File: config.mk
export PLATFORM = sky130hd
export DESIGN_NAME = expr_vector_sequencer_flat
export DESIGN_NICKNAME = d
export VERILOG_FILES = /design/src/rtl/expr_vector_sequencer_if.sv /design/src/rtl/expr_vector_sequencer.sv /design/src/flat_wrapper.sv
export SDC_FILE = /design/constraint.sdc
export NUM_CORES = 1
export LEC_CHECK = 0
export CAP_MARGIN = 20
export CORE_AREA = 2 2 169 171
export CTS_BUF_LIST = sky130_fd_sc_hd__clkbuf_2
export DETAILED_ROUTE_END_ITERATION = 10
export DIE_AREA = 0 0 171 173
export PLACE_DENSITY = 0.7
export SYNTH_ARGS = -nofsm -noshare
export SYNTH_HDL_FRONTEND = slang
export SYNTH_SLANG_ARGS = --single-unit
File: constraint.sdc
create_clock -name clk -period 2.45 [get_ports clk]
set_clock_uncertainty 0.15 [all_clocks]
set_input_delay 0.245 -clock clk [delete_from_list [all_inputs] [get_ports clk]]
set_output_delay 0.245 -clock clk [all_outputs]
set_load 0.005 [all_outputs]
File: src/rtl/expr_vector_sequencer_if.sv
// Operand/result and control bundle between the vector sequencer
// and whatever drives it (host side) and the datapath it exercises.
interface expr_vector_sequencer_if #(
    parameter int OPW  = 60,
    parameter int RESW = 90,
    parameter int CNTW = 16
);
    logic            start;
    logic            abort;
    logic [OPW-1:0]  seed;
    logic [CNTW-1:0] num_vec;
    logic [RESW-1:0] exp_sig;
    logic [OPW-1:0]  stim;
    logic            stim_valid;
    logic [RESW-1:0] res;
    logic            busy;
    logic            done;
    logic            pass;
    logic [RESW-1:0] signature;
    logic [CNTW-1:0] vec_idx;

    modport master (
        output start, abort, seed, num_vec, exp_sig, res,
        input  stim, stim_valid, busy, done, pass, signature, vec_idx
    );

    modport slave (
        input  start, abort, seed, num_vec, exp_sig, res,
        output stim, stim_valid, busy, done, pass, signature, vec_idx
    );
endinterface

File: src/rtl/expr_vector_sequencer.sv
// LFSR stimulus generator and MISR signature compactor that drives a
// combinational expression datapath and checks its final signature.
module expr_vector_sequencer #(
    parameter int OPW  = 60,
    parameter int RESW = 90,
    parameter int LAT  = 1,
    parameter int CNTW = 16
) (
    input  logic                   clk,
    input  logic                   rst_n,
    expr_vector_sequencer_if.slave bus_if
);

    typedef enum logic [2:0] {
        S_IDLE,
        S_DRIVE,
        S_WAIT,
        S_CAPT,
        S_DONE
    } state_e;

    localparam logic [3:0] LAT_C = 4'(LAT);

    state_e          state_q, state_d;
    logic [OPW-1:0]  stim_q, stim_d;
    logic [RESW-1:0] sig_q, sig_d;
    logic [CNTW-1:0] idx_q, idx_d;
    logic [CNTW-1:0] rem_q, rem_d;
    logic [3:0]      wait_q, wait_d;
    logic            fb;
    logic            busy;

    // State and datapath registers, all cleared by the async reset
    always_ff @(posedge clk or negedge rst_n) begin
        if (!rst_n) begin
            state_q <= S_IDLE;
            stim_q  <= '0;
            sig_q   <= '0;
            idx_q   <= '0;
            rem_q   <= '0;
            wait_q  <= '0;
        end else begin
            state_q <= state_d;
            stim_q  <= stim_d;
            sig_q   <= sig_d;
            idx_q   <= idx_d;
            rem_q   <= rem_d;
            wait_q  <= wait_d;
        end
    end

    // Next-state logic: run control, LFSR advance and MISR fold
    always_comb begin
        state_d = state_q;
        stim_d  = stim_q;
        sig_d   = sig_q;
        idx_d   = idx_q;
        rem_d   = rem_q;
        wait_d  = wait_q;
        fb      = sig_q[RESW-1] ^ sig_q[RESW-3]
                ^ sig_q[54] ^ sig_q[35];
        if (bus_if.abort) begin
            state_d = S_IDLE;
        end else begin
            unique case (state_q)
                S_IDLE, S_DONE: begin
                    if (bus_if.start) begin
                        stim_d = (bus_if.seed == '0)
                               ? {{(OPW-1){1'b0}}, 1'b1}
                               : bus_if.seed;
                        sig_d  = '0;
                        idx_d  = '0;
                        rem_d  = bus_if.num_vec;
                        state_d = (bus_if.num_vec == '0)
                                ? S_DONE : S_DRIVE;
                    end
                end
                S_DRIVE: begin
                    wait_d  = LAT_C;
                    state_d = (LAT_C != 4'd0) ? S_WAIT : S_CAPT;
                end
                S_WAIT: begin
                    wait_d = wait_q - 4'd1;
                    if (wait_q <= 4'd1) begin
                        state_d = S_CAPT;
                    end
                end
                S_CAPT: begin
                    sig_d  = {sig_q[RESW-2:0], fb} ^ bus_if.res;
                    idx_d  = idx_q + CNTW'(1);
                    rem_d  = rem_q - CNTW'(1);
                    stim_d = {stim_q[OPW-2:0],
                              stim_q[OPW-1] ^ stim_q[OPW-2]};
                    state_d = (rem_q == CNTW'(1)) ? S_DONE : S_DRIVE;
                end
                default: state_d = S_IDLE;
            endcase
        end
    end

    assign busy = (state_q == S_DRIVE)
               || (state_q == S_WAIT)
               || (state_q == S_CAPT);

    assign bus_if.stim       = stim_q;
    assign bus_if.stim_valid = busy;
    assign bus_if.busy       = busy;
    assign bus_if.done       = (state_q == S_DONE);
    assign bus_if.pass       = (state_q == S_DONE)
                            && (sig_q == bus_if.exp_sig);
    assign bus_if.signature  = sig_q;
    assign bus_if.vec_idx    = idx_q;

endmodule
File: src/flat_wrapper.sv
// flat-port wrapper written by rule: the top's interface ports become plain ports
module expr_vector_sequencer_flat 
#(
    parameter int OPW  = 60,
    parameter int RESW = 90,
    parameter int LAT  = 1,
    parameter int CNTW = 16
)
  (clk, rst_n, bus_if_start, bus_if_abort, bus_if_seed, bus_if_num_vec, bus_if_exp_sig, bus_if_res, bus_if_stim, bus_if_stim_valid, bus_if_busy, bus_if_done, bus_if_pass, bus_if_signature, bus_if_vec_idx);
  expr_vector_sequencer_if #(.OPW(OPW), .RESW(RESW), .CNTW(CNTW)) bus_if_i ();
  input  logic clk;
  input  logic rst_n;
  input wire logic [$bits(bus_if_i.start)-1:0] bus_if_start;
  input wire logic [$bits(bus_if_i.abort)-1:0] bus_if_abort;
  input wire logic [$bits(bus_if_i.seed)-1:0] bus_if_seed;
  input wire logic [$bits(bus_if_i.num_vec)-1:0] bus_if_num_vec;
  input wire logic [$bits(bus_if_i.exp_sig)-1:0] bus_if_exp_sig;
  input wire logic [$bits(bus_if_i.res)-1:0] bus_if_res;
  output wire logic [$bits(bus_if_i.stim)-1:0] bus_if_stim;
  output wire logic [$bits(bus_if_i.stim_valid)-1:0] bus_if_stim_valid;
  output wire logic [$bits(bus_if_i.busy)-1:0] bus_if_busy;
  output wire logic [$bits(bus_if_i.done)-1:0] bus_if_done;
  output wire logic [$bits(bus_if_i.pass)-1:0] bus_if_pass;
  output wire logic [$bits(bus_if_i.signature)-1:0] bus_if_signature;
  output wire logic [$bits(bus_if_i.vec_idx)-1:0] bus_if_vec_idx;
  assign bus_if_i.start = bus_if_start;
  assign bus_if_i.abort = bus_if_abort;
  assign bus_if_i.seed = bus_if_seed;
  assign bus_if_i.num_vec = bus_if_num_vec;
  assign bus_if_i.exp_sig = bus_if_exp_sig;
  assign bus_if_i.res = bus_if_res;
  assign bus_if_stim = bus_if_i.stim;
  assign bus_if_stim_valid = bus_if_i.stim_valid;
  assign bus_if_busy = bus_if_i.busy;
  assign bus_if_done = bus_if_i.done;
  assign bus_if_pass = bus_if_i.pass;
  assign bus_if_signature = bus_if_i.signature;
  assign bus_if_vec_idx = bus_if_i.vec_idx;
  expr_vector_sequencer #(.OPW(OPW), .RESW(RESW), .LAT(LAT), .CNTW(CNTW)) u_core (.clk(clk), .rst_n(rst_n), .bus_if(bus_if_i));
endmodule
# Word-level counts from Yosys, hierarchy flattened
# Cells that the tools add are included.
[classes] n_addsub=3 n_lt_le_gt_ge=1 eq_ne=9 mux=16 n_bitwise=6 reduce_logical=12
[ops] op="$pmux W90 S2" n=1
[ops] op="$mux W60" n=2
[ops] op="$pmux W60 S2" n=1
[ops] op="$eq A90 B90 Y1" n=1
[ops] op="$mux W90" n=1
[ops] op="$xor A90 B90 Y90" n=1
[ops] op="$pmux W16 S2" n=2
[ops] op="$logic_not A60 Y1" n=1
[ops] op="$mux W16" n=2
[ops] op="$add A16 B1 Y16 const B" n=1
[ops] op="$eq A16 B1 Y1 const B" n=1
[ops] op="$logic_not A16 Y1" n=1
[ops] op="$sub A16 B1 Y16 const B" n=1
[ops] op="$mux W3" n=5
[ops] op="$pmux W3 S4" n=1
[ops] op="$pmux W4 S2" n=1
[ops] op="$eq A3 B2 Y1 const B" n=2
[ops] op="$le A4 B1 Y1 const B" n=1
[ops] op="$reduce_and A2 Y1" n=2
[ops] op="$reduce_bool A2 Y1" n=2
[ops] op="$sub A4 B1 Y4 const B" n=1
[ops] op="$xor A1 B1 Y1" n=4
[ops] op="$eq A3 B1 Y1 const B" n=1
[ops] op="$eq A3 B3 Y1 const B" n=1
[ops] op="9 further kinds" n=10
[totals] ff_bits=189 input_bits=260 out_inout_bits=170 word_cells=53

# Depth between registers and ports, before layout
# Gate-level depths: netlist of the first run.
[depth] ltp_word=5 mapped_depth=8 ltp_nobuf=7

# Worst setup path before layout of the first run
# OpenSTA, ideal clock, no wires.
[synth_path] path_kind="reg2reg" from="register u_core.state_q[1]" to="register u_core.idx_q[9], in the netlist u_core.bus_if.vec_idx[9]" setup_ns=0.077 t_arrival_ns=1.823 required_ns=2.223 setup_slack_ns=0.400 path_stages_with_launch=6 cell_sequence="dfrtp_1 -> or3b_1 -> buf_6 -> a2111o_1 -> or3_1 -> a21oi_1"
[synth_between] elab_chain_len=4
[synth_rtl] element="from (decl)" line_no="expr_vector_sequencer.sv:24" rtl="state_e state_q, state_d;"
[synth_rtl] element="from (signal assigned)" line_no="expr_vector_sequencer.sv:43" rtl="state_q <= state_d;"
[synth_rtl] element="$eq A3 B3 Y1 or $logic_not A3 Y1 (tied branches)" line_no="expr_vector_sequencer.sv:65" rtl="unique case (state_q)"
[synth_rtl] element="$reduce_or A2 Y1" line_no="expr_vector_sequencer.sv:65"
[synth_rtl] element="$ne A2 B2 Y1 (no source line) or $reduce_bool A2 Y1 (tied branches)"
[synth_rtl] element="$reduce_and A3 Y1 (no source line)"
[synth_rtl] element="to (signal assigned)" line_no="expr_vector_sequencer.sv:46" rtl="idx_q <= idx_d;"
[synth_rtl] element="to (decl)" line_no="expr_vector_sequencer.sv:27" rtl="logic [CNTW-1:0] idx_q, idx_d;"
# Parallel ways exist; a longest one is shown, timed or not.
# A chain may end at the register's enable or synchronous reset.

# Worst setup path after layout of the first run
[layout_path] from="register u_core.sig_q[52], in the netlist u_core.bus_if.signature[52]" to="output port bus_if_pass"
[layout_between] elab_chain_len=2
[layout_rtl] element="from (decl)" line_no="expr_vector_sequencer.sv:26" rtl="logic [RESW-1:0] sig_q, sig_d;"
[layout_rtl] element="from (signal assigned)" line_no="expr_vector_sequencer.sv:45" rtl="sig_q <= sig_d;"
[layout_rtl] element="$eq A90 B90 Y1" line_no="expr_vector_sequencer.sv:110" rtl="&& (sig_q == bus_if.exp_sig);"
[layout_rtl] element="$logic_and A1 B1 Y1" line_no="expr_vector_sequencer.sv:110"
[layout_rtl] element="to (decl)" line_no="flat_wrapper.sv:23" rtl="output wire logic [$bits(bus_if_i.pass)-1:0] bus_if_pass;"
# Every way passes these cells.

==> metrics.md, run 1 <==
| Metric | Value |
|---|---|
| Remaining routing DRC violations | `0` |
| Most frequent cells after synthesis | `sky130_fd_sc_hd__dfrtp_1 (189), sky130_fd_sc_hd__nand2_1 (148), sky130_fd_sc_hd__xor2_1 (123), sky130_fd_sc_hd__nor2_1 (93), sky130_fd_sc_hd__a22o_1 (75)` |
| Series of cell instances along the critical path | `xor2_1, nor4_2, buf_4, nand4_1, nor4_2, buf_2` |
| Most frequently used cell type in the post-synthesis netlist | `sky130_fd_sc_hd__dfrtp_1` |
| Run status | `complete, but fails checks` |
| Dominant cells by area after synthesis | `sky130_fd_sc_hd__dfrtp_1 (47%), sky130_fd_sc_hd__xor2_1 (11%), sky130_fd_sc_hd__a22o_1 (6.5%)` |
| Total number of vias | `11200` |
| Total routed wirelength | `45000 um` |
| Antenna violations before repair | `6` |
| Per-instance average area after synthesis | `9.60 um^2` |
| Critical Path Fanout Max | `4` |
| Violated checks | `negative setup slack` |
| Antenna Violating Nets Remaining | `0` |
| Starting density of the core | `36.3%` |
| Net load switching power | `5.13 mW` |
| Total nets after synthesis | `1311` |
| Sum of net half-perimeters after detailed placement | `32600 um` |
| Cell area after synthesis | `10000 um^2` |
| Post-synthesis register bit count | `189` |
| Number of buffers inserted during clock tree synthesis | `17` |
| Total placed cells including tap cells | `1913` |
| Share of power burned in the clock network | `12.3%` |
| Hold path start | `bus_if_res[78]` |
| Sequential cell fraction of total power | `37.4%` |
| Biggest cell delay along the critical path | `0.53 ns` |
| Data arrival, critical path | `2.59 ns` |
| Crit. End Element | `primary output` |
| Number of maximum-capacitance constraint violations | `0` |
| Worst min-delay path category | `in -> reg` |
| Period utilisation layout | `122%` |
| Vias in the first global route | `11000` |
| Overflow after GRT | `0` |
| Y dimension of the die | `173 um` |
| Clk_lat worst skew | `0.80 ns` |
| First DRT Iteration DRCs | `1080` |
| Number of endpoints with negative hold slack in the final report | `0` |
| Areal power density over the cells | `751 nW/um^2` |
| Total track usage | `29.3%` |
| Clock Tree Root | `sky130_fd_sc_hd__clkbuf_2` |
| Horizontal die dimension | `171 um` |
| Final-report setup violation count | `1` |
| Number of detailed-route iterations in the first pass | `5` |
| Synthesized instance count | `1046` |
| Library cell with the largest summed area after synthesis | `sky130_fd_sc_hd__dfrtp_1` |
| Sinks on Clock Net | `189` |
| Proportion of layout cells with a drive suffix above 1 | `11.8%` |
| Final RePlAce weighted congestion | `0.962` |
| Leakage power | `8.01 nW` |
| Library cells used by synthesis | `47` |
| Type of the worst setup path | `reg -> out` |
| Async S/R FF share, synth | `100%` |
| Part of the total power dissipated in combinational logic | `50.3%` |
| Die area | `29600 um^2` |
| Beginning of the worst register-to-register path | `u_core.state_q[0]` |
| Top-level port count | `430` |
| Non-filler cells, final | `2127` |
| Fillcell total | `2192` |
| Fraction of power spent switching nets | `38.3%` |
| Total Nets Final | `1996` |
| Post-Place Setup Slack | `-0.648 ns` |
| Largest net degree at the start of global routing | `93` |
| Critical Path Slowest Stage Cell | `sky130_fd_sc_hd__dfrtp_2` |
| Number of flops mapped to enable cells by yosys | `0` |
| Max rail drop VDD | `0.411 mV` |
| Period minus WS final | `2.98 ns` |
| Port bufs | `429` |
| Final-layout worst hold slack | `0.0987 ns` |
| Area of the core | `27600 um^2` |
| Achievable Freq | `335 MHz` |
| Clock buffer depth | `2` |
| Unrepaired setup endpoints after global routing | `yes` |
| Internal power | `8.25 mW` |
| Storage cell area | `4740 um^2` |
| Seq/Total Area, Yosys | `47.1%` |
| Final routed wire length divided by cell count | `21.1 um` |
| Worst slew slack as a fraction of its limit | `57.6%` |
| Most used flip-flop cell after synthesis | `sky130_fd_sc_hd__dfrtp_1` |
| Area growth, synth to finish | `77.4%` |
| Final Util | `64.5%` |
| Data required time of the critical path | `2.06 ns` |
| Synth top area share | `47.1%` |
| Crit. Startpoint | `u_core.bus_if.signature[52]` |
| Clock transition at path regs | `0.32 ns` |
| Standard-cell rows | `61` |
| Average vias per placed instance | `5.28` |
| Most prevalent standard cell on the critical path | `sky130_fd_sc_hd__nor4_2` |
| Final Slew Violations | `0` |
| Actual slew at the worst max-slew pin | `0.630 ns` |
| TritonCTS clock tree | `yes` |
| Combined area of the multi-input logic cells | `5150 um^2` |
| Count of H-tree levels built during CTS | `4` |
| Global-route wire length before repair | `66000 um` |
| Smallest setup slack after layout | `-0.532 ns` |
| Yosys Warn Count | `0` |
| Launching element type of the critical path | `flip-flop` |
-- per-stage QoR --
| stage | instance area [um^2] | power, mW | setup TNS (ns) |
|---|---|---|---|
| finish | 17800 | 13.4 | -0.532 |
| CTS | 17500 | 13.2 | -0.565 |
| detailed placement | 15600 | 11.3 | -0.648 |
| floorplan | 10000 | 7.37 | 0 |
| global placement | 15600 | 11.1 | -0.649 |
| global route | 17800 | 14.1 | -0.752 |
-- final timing paths --
path                                                    end  cells after the start  slack [ns]
worst max register to register  u_core.bus_if.signature[78]                      7        0.08
worst min register to register       u_core.bus_if.stim[23]                      2        0.39
min in group asynchronous            u_core.bus_if.stim[37]                      4        0.32
worst min-delay path            u_core.bus_if.signature[78]                      3         0.1
max in group asynchronous       u_core.bus_if.signature[78]                      5        1.15
worst max-delay path                            bus_if_pass                      6       -0.53
-- cell families after synthesis --
group                    count (synthesis)  share of synthesized area, %
multiplexers                             1                         0.112
flip-flops                             189                          47.1
XOR/XNOR                               196                          17.1
adder cells (fa/ha/maj)                  5                         0.623
AO/OA/AOI/OAI                          236                          16.5
AND/OR/NAND/NOR                        347                          15.7
buffers and inverters                   72                          2.89
-- routing by layer --
layer / share of wire (%) / track usage (%)
met3: 7.2 / 6.55
met5: 0.029 / 0
met4: 4.4 / 14.0
met2: 47 / 46.0
met1: 41 / 38.3
-- sequential cells by signal (all words and copies together), names as in the netlist --
| signal | count |
|---|---|
| u_core.state_q | 3 |
| u_core.bus_if.vec_idx | 16 |
| u_core.wait_q | 4 |
| u_core.bus_if.stim | 60 |
| u_core.rem_q | 16 |
| u_core.bus_if.signature | 90 |
-- worst max-delay path: cells and delay by family, from the launching register on --
| family | cells | cell delay, ns |
|---|---|---|
| flip-flops | 1 | 0.53 |
| buffers and inverters | 2 | 0.34 |
| AND/OR/NAND/NOR | 3 | 0.73 |
| XOR/XNOR | 1 | 0.19 |
-- layout make-up --
| cell class | instances | share of cell area (%) |
|---|---|---|
| flip-flops and latches | 189 | 26.6 |
| repair buffers | 727 | 40.2 |
| multi-input cells | 785 | 28.9 |
| clock buffers | 17 | 0.478 |
| diodes | 5 | 0.0702 |
| clock inverters | 15 | 0.843 |
| well taps | 378 | 2.66 |
| inverters | 11 | 0.232 |
-- layout by cell type, fill, tap and decap left out, types with 15 or more instances in the layout --
cell                              instances
sky130_fd_sc_hd__clkdlybuf4s50_1        399
sky130_fd_sc_hd__dfrtp_1                180
sky130_fd_sc_hd__dlygate4sd3_1          157
sky130_fd_sc_hd__nand2_1                148
sky130_fd_sc_hd__xor2_1                 123
sky130_fd_sc_hd__buf_4                  119
sky130_fd_sc_hd__nor2_1                  92
sky130_fd_sc_hd__a22o_1                  75
sky130_fd_sc_hd__xnor2_1                 67
sky130_fd_sc_hd__a31oi_1                 62
sky130_fd_sc_hd__nor4_1                  36
sky130_fd_sc_hd__a21oi_1                 34
sky130_fd_sc_hd__o21ai_0                 25
sky130_fd_sc_hd__nand4_1                 24
sky130_fd_sc_hd__dlymetal6s2s_1          22
sky130_fd_sc_hd__clkbuf_2                18
sky130_fd_sc_hd__o31ai_1                 17
sky130_fd_sc_hd__nor3_1                  15
-- power by group through the flow --
stage / clock [mW] / combinational, mW / sequential [mW]
CTS: 1.69 / 6.54 / 4.96
detailed placement: 0 / 6.24 / 5.02
global placement: 0 / 6.15 / 4.98
floorplan: 0 / 2.31 / 5.06
global route: 1.83 / 7.19 / 5.12
finish: 1.65 / 6.73 / 5.00
-- repair_timing --
item / 4_1_cts / 5_1_grt
gates cloned: 0 / 1
hold endpoints to repair: 347 / 3
endpoints found under the setup margin: 6 / 53
setup buffers: 4 / 14
pin swaps: 10 / 5
gates resized for setup: 24 / 44
hold buffers: 155 / 3
Power figures use the tool's default switching activity.
==> run 2, diff against run 1 <==
CAP_MARGIN = not set   (was 20)
SKIP_CTS_REPAIR_TIMING = 1   (was not set)
==> run 2 against run 1 <==
  * The flow still finishes with violations (negative setup slack)
  * Global-route usage down 1.6 points
  * Via count is 0.36% lower
  * Sequential cell count unchanged
  * Combinational power shrank 0.6%
  * Setup slack lost 0.14 ns
  * Sequential power barely moved
  * Final cell count shrank 0.24%
  * Count of clock-buffer cells in the layout did not move
  * Core utilization down 0.29 points
  * Largest power group unchanged
  * Hold slack lost 0.025 ns
==> metrics.md, run 2 (synthesis gave the netlist of run 1 again) <==
| Metric | Value |
|---|---|
| Achievable Freq | `321 MHz (-4.3%)` |
| R2R Setup Slk | `0.12 ns (+0.04 ns)` |
| Actual slew at the worst max-slew pin | `0.594 ns (-0.0361 ns)` |
| Count of H-tree levels built during CTS | `4 (unchanged)` |
| Final Util | `64.2% (-0.29 points)` |
| Period utilisation layout | `127% (+5.5 points)` |
| Storage cell area | `4730 um^2 (-0.13%)` |
| Worst min-delay path category | `in -> reg` |
| Clock Tree Root | `sky130_fd_sc_hd__clkbuf_2` |
| Proportion of layout cells with a drive suffix above 1 | `11.1% (-0.67 points)` |
| Unrepaired setup endpoints after global routing | `yes` |
| Crit. End Element | `primary output` |
| Leakage power | `8.01 nW (about the same)` |
| Remaining routing DRC violations | `0 (unchanged)` |
| Total number of vias | `11200 (-0.36%)` |
| Global-route wire length before repair | `61900 um (-6.2%)` |
| Standard-cell rows | `61 (unchanged)` |
| Total power | `13.3 mW (-0.34%)` |
| Commonest non-fill, non-tap cell in the layout | `sky130_fd_sc_hd__clkdlybuf4s50_1` |
| Starting density of the core | `36.3% (unchanged)` |
| Max rail drop VDD | `0.411 mV (about the same)` |
| Fillcell total | `2191 (-0.046%)` |
| Combined area of the multi-input logic cells | `5100 um^2 (-1.0%)` |
| Top-level port count | `430 (unchanged)` |
| Period minus WS final | `3.12 ns (+0.135 ns)` |
| Number of detailed-route iterations in the first pass | `6 (+1)` |
| Top library cells by usage in the layout, fill and taps aside | `sky130_fd_sc_hd__clkdlybuf4s50_1 (400), sky130_fd_sc_hd__dfrtp_1 (185), sky130_fd_sc_hd__dlygate4sd3_1 (154)` |
| Clock buffer depth | `2 (unchanged)` |
| Total routed wirelength | `44700 um (-0.68%)` |
| Areal power density over the cells | `752 nW/um^2 (+0.12%)` |
| Antenna violations before repair | `4 (-2)` |
| Horizontal die dimension | `171 um (unchanged)` |
| Data required time of the critical path | `2.06 ns (about the same)` |
| Final-report setup violation count | `1 (unchanged)` |
| Clk_lat worst skew | `0.80 ns (about the same)` |
| Area growth, synth to finish | `76.6%` |
| Worst slew slack as a fraction of its limit | `60.0% (+2.4 points)` |
| Port bufs | `429 (unchanged)` |
| Largest net degree at the start of global routing | `93 (unchanged)` |
| Antenna Violating Nets Remaining | `0 (unchanged)` |
| Type of the worst setup path | `reg -> out` |
| Number of buffers inserted during clock tree synthesis | `17 (unchanged)` |
| Number of maximum-capacitance constraint violations | `0 (unchanged)` |
| Sinks on Clock Net | `189 (unchanged)` |
| Average vias per placed instance | `5.28 (-0.12%)` |
| Launching element type of the critical path | `flip-flop` |
| Final RePlAce weighted congestion | `0.962 (unchanged)` |
| Area of the core | `27600 um^2 (unchanged)` |
| Violated checks | `negative setup slack` |
| Number of endpoints with negative hold slack in the final report | `0 (unchanged)` |
| Clock transition at path regs | `0.31 ns (about the same)` |
| Sum of net half-perimeters after detailed placement | `32600 um (unchanged)` |
| First DRT Iteration DRCs | `976 (-9.6%)` |
| Critical Path Fanout Max | `2 (-2)` |
| Smallest setup slack after layout | `-0.667 ns (-0.135 ns)` |
| Y dimension of the die | `173 um (unchanged)` |
| Total Nets Final | `1993 (-0.15%)` |
| Die area | `29600 um^2 (unchanged)` |
| Final Slew Violations | `0 (unchanged)` |
| Number of flip-flops in the largest register | `90 (unchanged)` |
| Final routed wire length divided by cell count | `21.0 um (-0.44%)` |
| Data arrival, critical path | `2.72 ns (+0.13 ns)` |
| Overflow after GRT | `0 (unchanged)` |
| Total track usage | `27.7% (-1.6 points)` |
| Run status | `complete, but fails checks` |
| Vias in the first global route | `9949 (-9.7%)` |
| TritonCTS clock tree | `yes` |
[run 2: cell count changes in the layout (fill, tap and decap cells not counted), moves of 3 or more]
cell | previous run | this run
sky130_fd_sc_hd__dlymetal6s2s_1 | 22 | 26
sky130_fd_sc_hd__xnor2_2 | 6 | 1
sky130_fd_sc_hd__dfrtp_1 | 180 | 185
sky130_fd_sc_hd__xnor2_1 | 67 | 72
sky130_fd_sc_hd__dfrtp_2 | 9 | 4
sky130_fd_sc_hd__dlygate4sd2_1 | 4 | 0
sky130_fd_sc_hd__dlygate4sd3_1 | 157 | 154
[run 2: metrics by stage]
stage                     hold WS, ns  cells  TNS [ns]  setup slack (ns)  area, um^2
after detailed placement      -0.0105   1913    -0.648            -0.648       15600
after CTS                      -0.950   1945     -2.24             -1.28       15900
after global routing          -0.0309   2122    -0.896            -0.835       17700
final                          0.0734   2122    -0.667            -0.667       17700
after global placement        -0.0132   1913    -0.649            -0.649       15600
after floorplan                -0.201   1046         0             0.400       10000
[run 2: metal layers]
metal / part of all wire [%] / GRT usage (%) / wire length (um)
met1: 42 / 37.9 / 18700
met2: 48 / 44.3 / 21300
met4: 3.5 / 8.83 / 1580
met5: 0.029 / 0 / 13
met3: 6.9 / 5.24 / 3100
[run 2: final cells by class]
class / instances / share of cell area, %
sequential: 189 / 26.7
clock inverter: 15 / 0.847
clock buffer: 17 / 0.480
multi-input combinational: 785 / 28.8
timing repair buffer: 724 / 40.3
inverter: 11 / 0.233
tap: 378 / 2.67
antenna: 3 / 0.0423
[run 2: worst max-delay path, stage by stage, from the launching register on]
cell	delay [ns]
sky130_fd_sc_hd__dfrtp_1	0.47
sky130_fd_sc_hd__xnor2_1	0.17
sky130_fd_sc_hd__buf_4	0.14
sky130_fd_sc_hd__nand4_1	0.22
sky130_fd_sc_hd__nor4_2	0.43
sky130_fd_sc_hd__nand4_1	0.17
sky130_fd_sc_hd__nor4_2	0.18
sky130_fd_sc_hd__buf_2	0.16
[run 2: power breakdown]
group / internal, mW / switching [mW] / leakage (nW) / total [mW]
Sequential: 4.07 / 0.924 / 2.39 / 5.00
Combinational: 3.75 / 2.94 / 5.48 / 6.69
Clock: 0.406 / 1.24 / 0.137 / 1.65
Total: 8.23 / 5.11 / 8.01 / 13.3
[run 2: path summary, 6_finish.rpt]
path                                                     to                         from  cells after the start
worst min-delay path            u_core.bus_if.signature[33]               bus_if_res[33]                      3
min in group asynchronous            u_core.bus_if.stim[44]                        rst_n                      4
max in group asynchronous       u_core.bus_if.signature[78]                        rst_n                      5
worst min register to register       u_core.bus_if.stim[23]       u_core.bus_if.stim[22]                      2
worst max-delay path                            bus_if_pass  u_core.bus_if.signature[55]                      7
worst max register to register  u_core.bus_if.signature[78]            u_core.state_q[0]                      6
